## src/rtl/spi_bus_arbiter_if.sv

```systemverilog
// Signal bundle between the Wishbone byte requesters, the SPI bus arbiter and the SPI master.
// The master modport is the arbiter's view; the slave modport is the view of the surrounding logic.
interface spi_bus_arbiter_if #(
   parameter int NUM_REQ = 2,
   parameter int ADDR_W  = 8,
   parameter int DATA_W  = 8
);
   logic [NUM_REQ-1:0]        req_stb_i, req_we_i, req_lock_i;
   logic [NUM_REQ*ADDR_W-1:0] req_adr_i;
   logic [NUM_REQ*DATA_W-1:0] req_dat_i;
   logic [NUM_REQ-1:0]        req_ack_o, req_err_o, req_rty_o;
   logic [DATA_W-1:0]         req_dat_o;
   logic [NUM_REQ-1:0]        grant_o;
   logic                      STB_O, WE_O;
   logic [ADDR_W-1:0]         ADR_O;
   logic [DATA_W-1:0]         DAT_O;
   logic                      ACK_I, RTY_I;
   logic [DATA_W-1:0]         DAT_I;

   modport master (
      input  req_stb_i, req_we_i, req_lock_i, req_adr_i, req_dat_i, ACK_I, RTY_I, DAT_I,
      output req_ack_o, req_err_o, req_rty_o, req_dat_o, grant_o, STB_O, WE_O, ADR_O, DAT_O
   );
   modport slave (
      output req_stb_i, req_we_i, req_lock_i, req_adr_i, req_dat_i, ACK_I, RTY_I, DAT_I,
      input  req_ack_o, req_err_o, req_rty_o, req_dat_o, grant_o, STB_O, WE_O, ADR_O, DAT_O
   );
endinterface

```

## src/rtl/spi_bus_arbiter.sv

```systemverilog
// Round-robin arbiter sharing one SPI master between NUM_REQ byte requesters,
// with bus locking for bursts and a watchdog on the master's acknowledge.
module spi_bus_arbiter #(
   parameter int NUM_REQ     = 2,
   parameter int ADDR_W      = 8,
   parameter int DATA_W      = 8,
   parameter int TIMEOUT_CYC = 1023
) (
   input  logic CLK_I,
   input  logic RST_I,
   spi_bus_arbiter_if.master bus
);
   localparam int IDX_W = (NUM_REQ > 1) ? $clog2(NUM_REQ) : 1;
   localparam int WD_W  = $clog2(TIMEOUT_CYC + 1);

   typedef enum logic [2:0] {IDLE, ISSUE, WAIT_ACK, ACKD, HOLD} state_t;

   state_t              state, stateNxt;
   logic [IDX_W-1:0]    ptr, ptrNxt, owner, ownerNxt, hitIdx, cand, selIdx;
   logic [WD_W-1:0]     wdog, wdogNxt;
   logic [NUM_REQ-1:0]  grantNxt, ackNxt, errNxt;
   logic                hit, rls, stbNxt, weNxt, weSel;
   logic [ADDR_W-1:0]   adrNxt, adrSel;
   logic [DATA_W-1:0]   datNxt, datSel, rdNxt;
   logic [ADDR_W-1:0]   adrArr [NUM_REQ];
   logic [DATA_W-1:0]   datArr [NUM_REQ];

   for (genvar i = 0; i < NUM_REQ; i++) begin : g_unpack
      assign adrArr[i] = bus.req_adr_i[i*ADDR_W +: ADDR_W];
      assign datArr[i] = bus.req_dat_i[i*DATA_W +: DATA_W];
   end

   assign bus.req_rty_o = bus.req_stb_i & ~bus.grant_o;

   // Walk from the farthest candidate back to the pointer so the nearest hit wins.
   always_comb begin
      hit    = 1'b0;
      hitIdx = '0;
      cand   = '0;
      for (int k = NUM_REQ - 1; k >= 0; k--) begin
         cand = IDX_W'((int'(ptr) + k) % NUM_REQ);
         if (bus.req_stb_i[cand]) begin
            hit    = 1'b1;
            hitIdx = cand;
         end
      end
   end

   assign selIdx = (state == IDLE) ? hitIdx : owner;
   assign weSel  = bus.req_we_i[selIdx];
   assign adrSel = adrArr[selIdx];
   assign datSel = datArr[selIdx];

   always_comb begin
      stateNxt = state;
      ptrNxt   = ptr;
      ownerNxt = owner;
      wdogNxt  = wdog;
      grantNxt = bus.grant_o;
      stbNxt   = bus.STB_O;
      weNxt    = bus.WE_O;
      adrNxt   = bus.ADR_O;
      datNxt   = bus.DAT_O;
      rdNxt    = bus.req_dat_o;
      ackNxt   = '0;
      errNxt   = '0;
      rls      = 1'b0;
      case (state)
         IDLE: if (hit) begin
            ownerNxt = hitIdx;
            grantNxt = NUM_REQ'(1) << hitIdx;
            weNxt    = weSel;
            adrNxt   = adrSel;
            datNxt   = datSel;
            stbNxt   = 1'b1;
            stateNxt = ISSUE;
         end
         ISSUE: begin
            if (!bus.req_stb_i[owner]) begin
               stbNxt = 1'b0;
               rls    = 1'b1;
            end else if (!bus.RTY_I) begin
               stbNxt   = 1'b0;
               wdogNxt  = '0;
               stateNxt = WAIT_ACK;
            end
         end
         WAIT_ACK: begin
            wdogNxt = wdog + 1'b1;
            if (bus.ACK_I) begin
               rdNxt         = bus.DAT_I;
               ackNxt[owner] = 1'b1;
               stateNxt      = ACKD;
            end else if (wdog == WD_W'(TIMEOUT_CYC - 1)) begin
               errNxt[owner] = 1'b1;
               rls           = 1'b1;
            end
         end
         ACKD: begin
            if (bus.req_lock_i[owner]) stateNxt = HOLD;
            else                       rls      = 1'b1;
         end
         HOLD: begin
            if (bus.req_stb_i[owner]) begin
               weNxt    = weSel;
               adrNxt   = adrSel;
               datNxt   = datSel;
               stbNxt   = 1'b1;
               stateNxt = ISSUE;
            end else if (!bus.req_lock_i[owner]) begin
               rls = 1'b1;
            end
         end
         default: stateNxt = IDLE;
      endcase
      if (rls) begin
         grantNxt = '0;
         stateNxt = IDLE;
         ptrNxt   = (owner == IDX_W'(NUM_REQ - 1)) ? '0 : owner + 1'b1;
      end
   end

   always_ff @(posedge CLK_I or posedge RST_I) begin
      if (RST_I) begin
         state         <= IDLE;
         ptr           <= '0;
         owner         <= '0;
         wdog          <= '0;
         bus.grant_o   <= '0;
         bus.STB_O     <= 1'b0;
         bus.WE_O      <= 1'b0;
         bus.ADR_O     <= '0;
         bus.DAT_O     <= '0;
         bus.req_dat_o <= '0;
         bus.req_ack_o <= '0;
         bus.req_err_o <= '0;
      end else begin
         state         <= stateNxt;
         ptr           <= ptrNxt;
         owner         <= ownerNxt;
         wdog          <= wdogNxt;
         bus.grant_o   <= grantNxt;
         bus.STB_O     <= stbNxt;
         bus.WE_O      <= weNxt;
         bus.ADR_O     <= adrNxt;
         bus.DAT_O     <= datNxt;
         bus.req_dat_o <= rdNxt;
         bus.req_ack_o <= ackNxt;
         bus.req_err_o <= errNxt;
      end
   end
endmodule

```

## src/flat_wrapper.sv

```systemverilog
// flat-port wrapper written by rule: the top's interface ports become plain ports
module spi_bus_arbiter_flat 
#(
   parameter int NUM_REQ     = 2,
   parameter int ADDR_W      = 8,
   parameter int DATA_W      = 8,
   parameter int TIMEOUT_CYC = 1023
)
  (CLK_I, RST_I, bus_req_stb_i, bus_req_we_i, bus_req_lock_i, bus_req_adr_i, bus_req_dat_i, bus_ACK_I, bus_RTY_I, bus_DAT_I, bus_req_ack_o, bus_req_err_o, bus_req_rty_o, bus_req_dat_o, bus_grant_o, bus_STB_O, bus_WE_O, bus_ADR_O, bus_DAT_O);
  spi_bus_arbiter_if #(.NUM_REQ(NUM_REQ), .ADDR_W(ADDR_W), .DATA_W(DATA_W)) bus_i ();
  input  logic CLK_I;
  input  logic RST_I;
  input wire logic [$bits(bus_i.req_stb_i)-1:0] bus_req_stb_i;
  input wire logic [$bits(bus_i.req_we_i)-1:0] bus_req_we_i;
  input wire logic [$bits(bus_i.req_lock_i)-1:0] bus_req_lock_i;
  input wire logic [$bits(bus_i.req_adr_i)-1:0] bus_req_adr_i;
  input wire logic [$bits(bus_i.req_dat_i)-1:0] bus_req_dat_i;
  input wire logic [$bits(bus_i.ACK_I)-1:0] bus_ACK_I;
  input wire logic [$bits(bus_i.RTY_I)-1:0] bus_RTY_I;
  input wire logic [$bits(bus_i.DAT_I)-1:0] bus_DAT_I;
  output wire logic [$bits(bus_i.req_ack_o)-1:0] bus_req_ack_o;
  output wire logic [$bits(bus_i.req_err_o)-1:0] bus_req_err_o;
  output wire logic [$bits(bus_i.req_rty_o)-1:0] bus_req_rty_o;
  output wire logic [$bits(bus_i.req_dat_o)-1:0] bus_req_dat_o;
  output wire logic [$bits(bus_i.grant_o)-1:0] bus_grant_o;
  output wire logic [$bits(bus_i.STB_O)-1:0] bus_STB_O;
  output wire logic [$bits(bus_i.WE_O)-1:0] bus_WE_O;
  output wire logic [$bits(bus_i.ADR_O)-1:0] bus_ADR_O;
  output wire logic [$bits(bus_i.DAT_O)-1:0] bus_DAT_O;
  assign bus_i.req_stb_i = bus_req_stb_i;
  assign bus_i.req_we_i = bus_req_we_i;
  assign bus_i.req_lock_i = bus_req_lock_i;
  assign bus_i.req_adr_i = bus_req_adr_i;
  assign bus_i.req_dat_i = bus_req_dat_i;
  assign bus_i.ACK_I = bus_ACK_I;
  assign bus_i.RTY_I = bus_RTY_I;
  assign bus_i.DAT_I = bus_DAT_I;
  assign bus_req_ack_o = bus_i.req_ack_o;
  assign bus_req_err_o = bus_i.req_err_o;
  assign bus_req_rty_o = bus_i.req_rty_o;
  assign bus_req_dat_o = bus_i.req_dat_o;
  assign bus_grant_o = bus_i.grant_o;
  assign bus_STB_O = bus_i.STB_O;
  assign bus_WE_O = bus_i.WE_O;
  assign bus_ADR_O = bus_i.ADR_O;
  assign bus_DAT_O = bus_i.DAT_O;
  spi_bus_arbiter #(.NUM_REQ(NUM_REQ), .ADDR_W(ADDR_W), .DATA_W(DATA_W), .TIMEOUT_CYC(TIMEOUT_CYC)) u_core (.CLK_I(CLK_I), .RST_I(RST_I), .bus(bus_i));
endmodule
```

## config.mk

```make
export PLATFORM = sky130hd
export DESIGN_NAME = spi_bus_arbiter_flat
export DESIGN_NICKNAME = d
export VERILOG_FILES = /design/src/rtl/spi_bus_arbiter_if.sv /design/src/rtl/spi_bus_arbiter.sv /design/src/flat_wrapper.sv
export SDC_FILE = /design/constraint.sdc
export NUM_CORES = 1
export LEC_CHECK = 0
export ABC_AREA = 0
export BUFFER_PORTS_ARGS = -buffer_cell sky130_fd_sc_hd__buf_2
export CAP_MARGIN = 20
export CORE_MARGIN = 2
export CORE_UTILIZATION = 49
export DETAILED_ROUTE_END_ITERATION = 16
export GPL_TIMING_DRIVEN = 0
export PLACE_DENSITY = 0.77
export REMOVE_ABC_BUFFERS = 1
export SETUP_SLACK_MARGIN = 0.2
export SLEW_MARGIN = 25
export SYNTH_ARGS = -nofsm -noshare
export SYNTH_HDL_FRONTEND = slang
export SYNTH_SLANG_ARGS = --single-unit
```

## constraint.sdc

```tcl
create_clock -name CLK_I -period 2.5 [get_ports CLK_I]
set_input_delay 0.125 -clock CLK_I [delete_from_list [all_inputs] [get_ports CLK_I]]
set_output_delay 0.125 -clock CLK_I [all_outputs]
set_load 0.02 [all_outputs]
```

==> reports/results.tsv <==
metric	value	unit
critical path arrival	2410	ps
post-synthesis cell area	2322	sq um
first-pass GRT wire length	7.403	mm
Max clock buf depth	2	
hold_ws	54.61	ps
DRC	0	
Sink Count	47	
register area	1177	sq um
mux cell area share after synthesis	22.79	%
CTS root buf	clkbuf_8	
Post-Synth Simple-Gate Area	12.93	%
RSZ-0062 raised after global routing	no	
vias per cell	5.285	
post-synth top area share	50.65	%
status	finished, final reports clean	
wire per inst	13.63	um
clk_lat worst skew	300	ps
port bufs	83	
H-tree levels	2	
actual transition at the worst max-transition pin	689.0	ps
max_cap viols	0	
ranking of synthesized cells by area	dfrtp_1 51%, mux2_2 21%, nor2_1 2.4%, a21oi_1 1.3%, mux2i_1 1.3%	
I/O pin total	84	
die height	72.84	um
Critical Path RT	2690	ps
Clk network pwr share	12.4	%
Initial DRC Count	79	
worst vdd ir	533.1	uV
final RePlAce weighted congestion	0.7495	
Placement Rows	25	
Net Sw Frac	39.28	%
min Tclk post-route	2214	ps
largest net degree at the start of global routing	26	
Peak Freq	0.4516	GHz
Worst setup SP type	flip-flop	
vias	1760	
clock-pin slew on the worst setup and hold paths	80	ps
CTS buffer count	5	
Starting Density	49.83	%
kind of critical path	flip-flop to flip-flop	
Core ar.	4661	sq um
PwrDens	1212	nW/um^2
combinational power share	50.3	%
number of setup buffers added after CTS	0	
Cells after Synth	194	
Pint	2.142	mW
Switching Power	1.386	mW
worst-path maximum fanout	14	
hpwl dp	3.464	mm
Period Utilization, post-route	88.57	%
post-synthesis adder-cell area fraction	1.078	%
Die Width	72.84	um
register area share after synthesis	50.65	%
initial antenna violation count	0	
WL final	4.539	mm
Non-Filler Instances	333	
slew margin rel.	53.90	%
fin util	62.47	%
Final setup viols	0	
Nets	330	
FF+latch count, synth	47	
filler cell count	372	
post-synthesis compound-gate area fraction	7.004	%
YS warnings	0	
Hold Fails Final Rpt	0	
HP Class	input pin to flip-flop	
Placed Instances	324	
GRT Total Usage	17.89	%
TritonCTS clock tree	yes	
grt ovf	0	
Final Power	3.528	mW
remaining antenna violation count after routing	0	
Seq pwr share	37.2	%
count of different cell masters after synthesis	44	
area grow syn2layout	25.38	%
Pleak	1.382	nW
layout cells sized above 1	51.61	%
Critical Path End Type	flip-flop	
XOR/XNOR Fraction of Synth Area	2.263	%
largest area contributor in the netlist	dfrtp_1	
ANT cells	0	
Avg Cell Area, Syn	11.97	sq um
Multi-input gate area	1087	sq um
vias in the first global route	1613	
largest family of logic cells by synthesized area	multiplexers	
Slew Viols, Final	0	
First-pass DRT Iterations	4	
Worst Clk Skew	6.432	ps
die area	5306	sq um
-- logic make-up (layout without fill, tap and decap cells) --
logic type               count (synthesis)  after routing
XOR/XNOR                                 6              6
buffers and inverters                   16            101
AO/OA/AOI/OAI                           23             23
multiplexers                            47             47
AND/OR/NAND/NOR                         53             53
adder cells (fa/ha/maj)                  2              2
flip-flops                              47             47
-- metrics by stage --
stage               worst slack [ps]  area, sq um  TNS [ps]
detailed placement             157.5         2816         0
floorplan                      178.5         2268         0
finish                         285.8         2912         0
CTS                            209.2         2909         0
global route                   207.1         2912         0
global placement              -475.4         2751     -8179
-- layout by cell type (no fill, tap or decap), types with 3 or more instances in the layout --
cell	synthesis	layout
a21oi_1	6	6
buf_2	4	83
clkbuf_8	0	5
dfrtp_1	47	46
inv_1	6	5
mux2_2	43	43
mux2i_1	3	3
nand2_1	5	5
nand4_1	4	4
nor2_1	15	15
nor2b_1	3	3
nor3_1	6	6
o21ai_0	5	5
xnor2_1	3	3
xor2_1	3	3
-- final timing paths --
kind / from / to / slack (ps) / cells after the start
hold / removal: bus_DAT_I[6] / u_core.bus.req_dat_o[6] / 50 / 2
min in group asynchronous: RST_I / u_core.bus.ADR_O[7] / 440 / 3
setup reg to reg: u_core.state[2] / u_core.ptr / 290 / 4
setup / recovery: u_core.state[2] / u_core.ptr / 290 / 4
hold reg to reg: u_core.bus.STB_O / u_core.bus.STB_O / 480 / 1
max in group asynchronous: RST_I / u_core.state[1] / 1560 / 4
-- flip-flops by register name (all words and copies together), names as in the netlist --
register and cells:
u_core.bus.req_err_o 2, u_core.ptr 1, u_core.state 3, u_core.owner 1, u_core.bus.grant_o 2, u_core.bus.WE_O 1, u_core.bus.ADR_O 8, u_core.bus.STB_O 1
u_core.bus.req_dat_o 8, u_core.bus.DAT_O 8, u_core.wdog 10, u_core.bus.req_ack_o 2
-- worst max-delay path, cell delays in order, from the launching register on --
cell and delay [ps]:
dfrtp_1 550, or3b_4 490, or4_4 590, o311ai_4 130, mux2_4 340
-- metal layers --
| metal | part of all wire, % | vias up | track usage (%) |
|---|---|---|---|
| met1 | 42 | 830 | 22.34 |
| li1 | - | 861 | - |
| met4 | 1.1 | 0 | 4.321 |
| met2 | 50 | 63 | 30.10 |
| met5 | 0 | - | 0 |
| met3 | 7.2 | 6 | 5.939 |
-- power by group through the flow --
stage	clock (mW)	combinational, mW	sequential (mW)
final	0.439	1.78	1.31
after detailed placement	0	1.79	1.33
after floorplan	0	0.968	1.58
after CTS	0.454	1.80	1.32
after global placement	0	1.70	1.31
after global routing	0.492	1.93	1.36
-- synthesized netlist by cell type --
master	n
a32oi_1	1
nand2_1	5
nor4_1	2
dfrtp_1	47
or3_1	1
nand4_1	4
nand3_1	2
inv_1	6
o22ai_1	1
or3b_1	1
and3_1	1
or4_4	1
buf_2	4
buf_4	3
mux2_4	1
nor3b_1	1
a21o_1	1
o2bb2ai_1	1
nor4_2	1
nor2b_1	3
o211ai_1	2
and2_1	1
o21ai_0	5
mux2_2	43
o31ai_1	1
nor3_1	6
xnor2_1	3
nor2_1	15
o21bai_1	1
nand3b_1	2
and3b_1	1
a31oi_1	2
o21a_1	1
o311ai_4	1
or2_2	1
xor2_1	3
ha_1	2
nand2b_1	2
or4_1	1
a21oi_1	6
mux2i_1	3
nand4bb_1	1
nor4b_1	1
clkbuf_1	3
-- repair_timing --
action / CTS / global route
hold buffers: 1 / 0
endpoints found under the setup margin: 1 / 9
resized for setup: 1 / 1
pin swaps: 0 / 0
hold endpoints to repair: 24 / 0
-- cell type report --
cell class | count | share of cell area [%]
Tap cell | 54 | 2.321
Inverter | 6 | 0.7735
Clock inverter | 1 | 0.1719
Multi-Input combinational cell | 131 | 37.34
Timing Repair Buffer | 87 | 16.33
Sequential cell | 47 | 40.44
Clock buffer | 7 | 2.621
(Power assumes the default switching activity.)
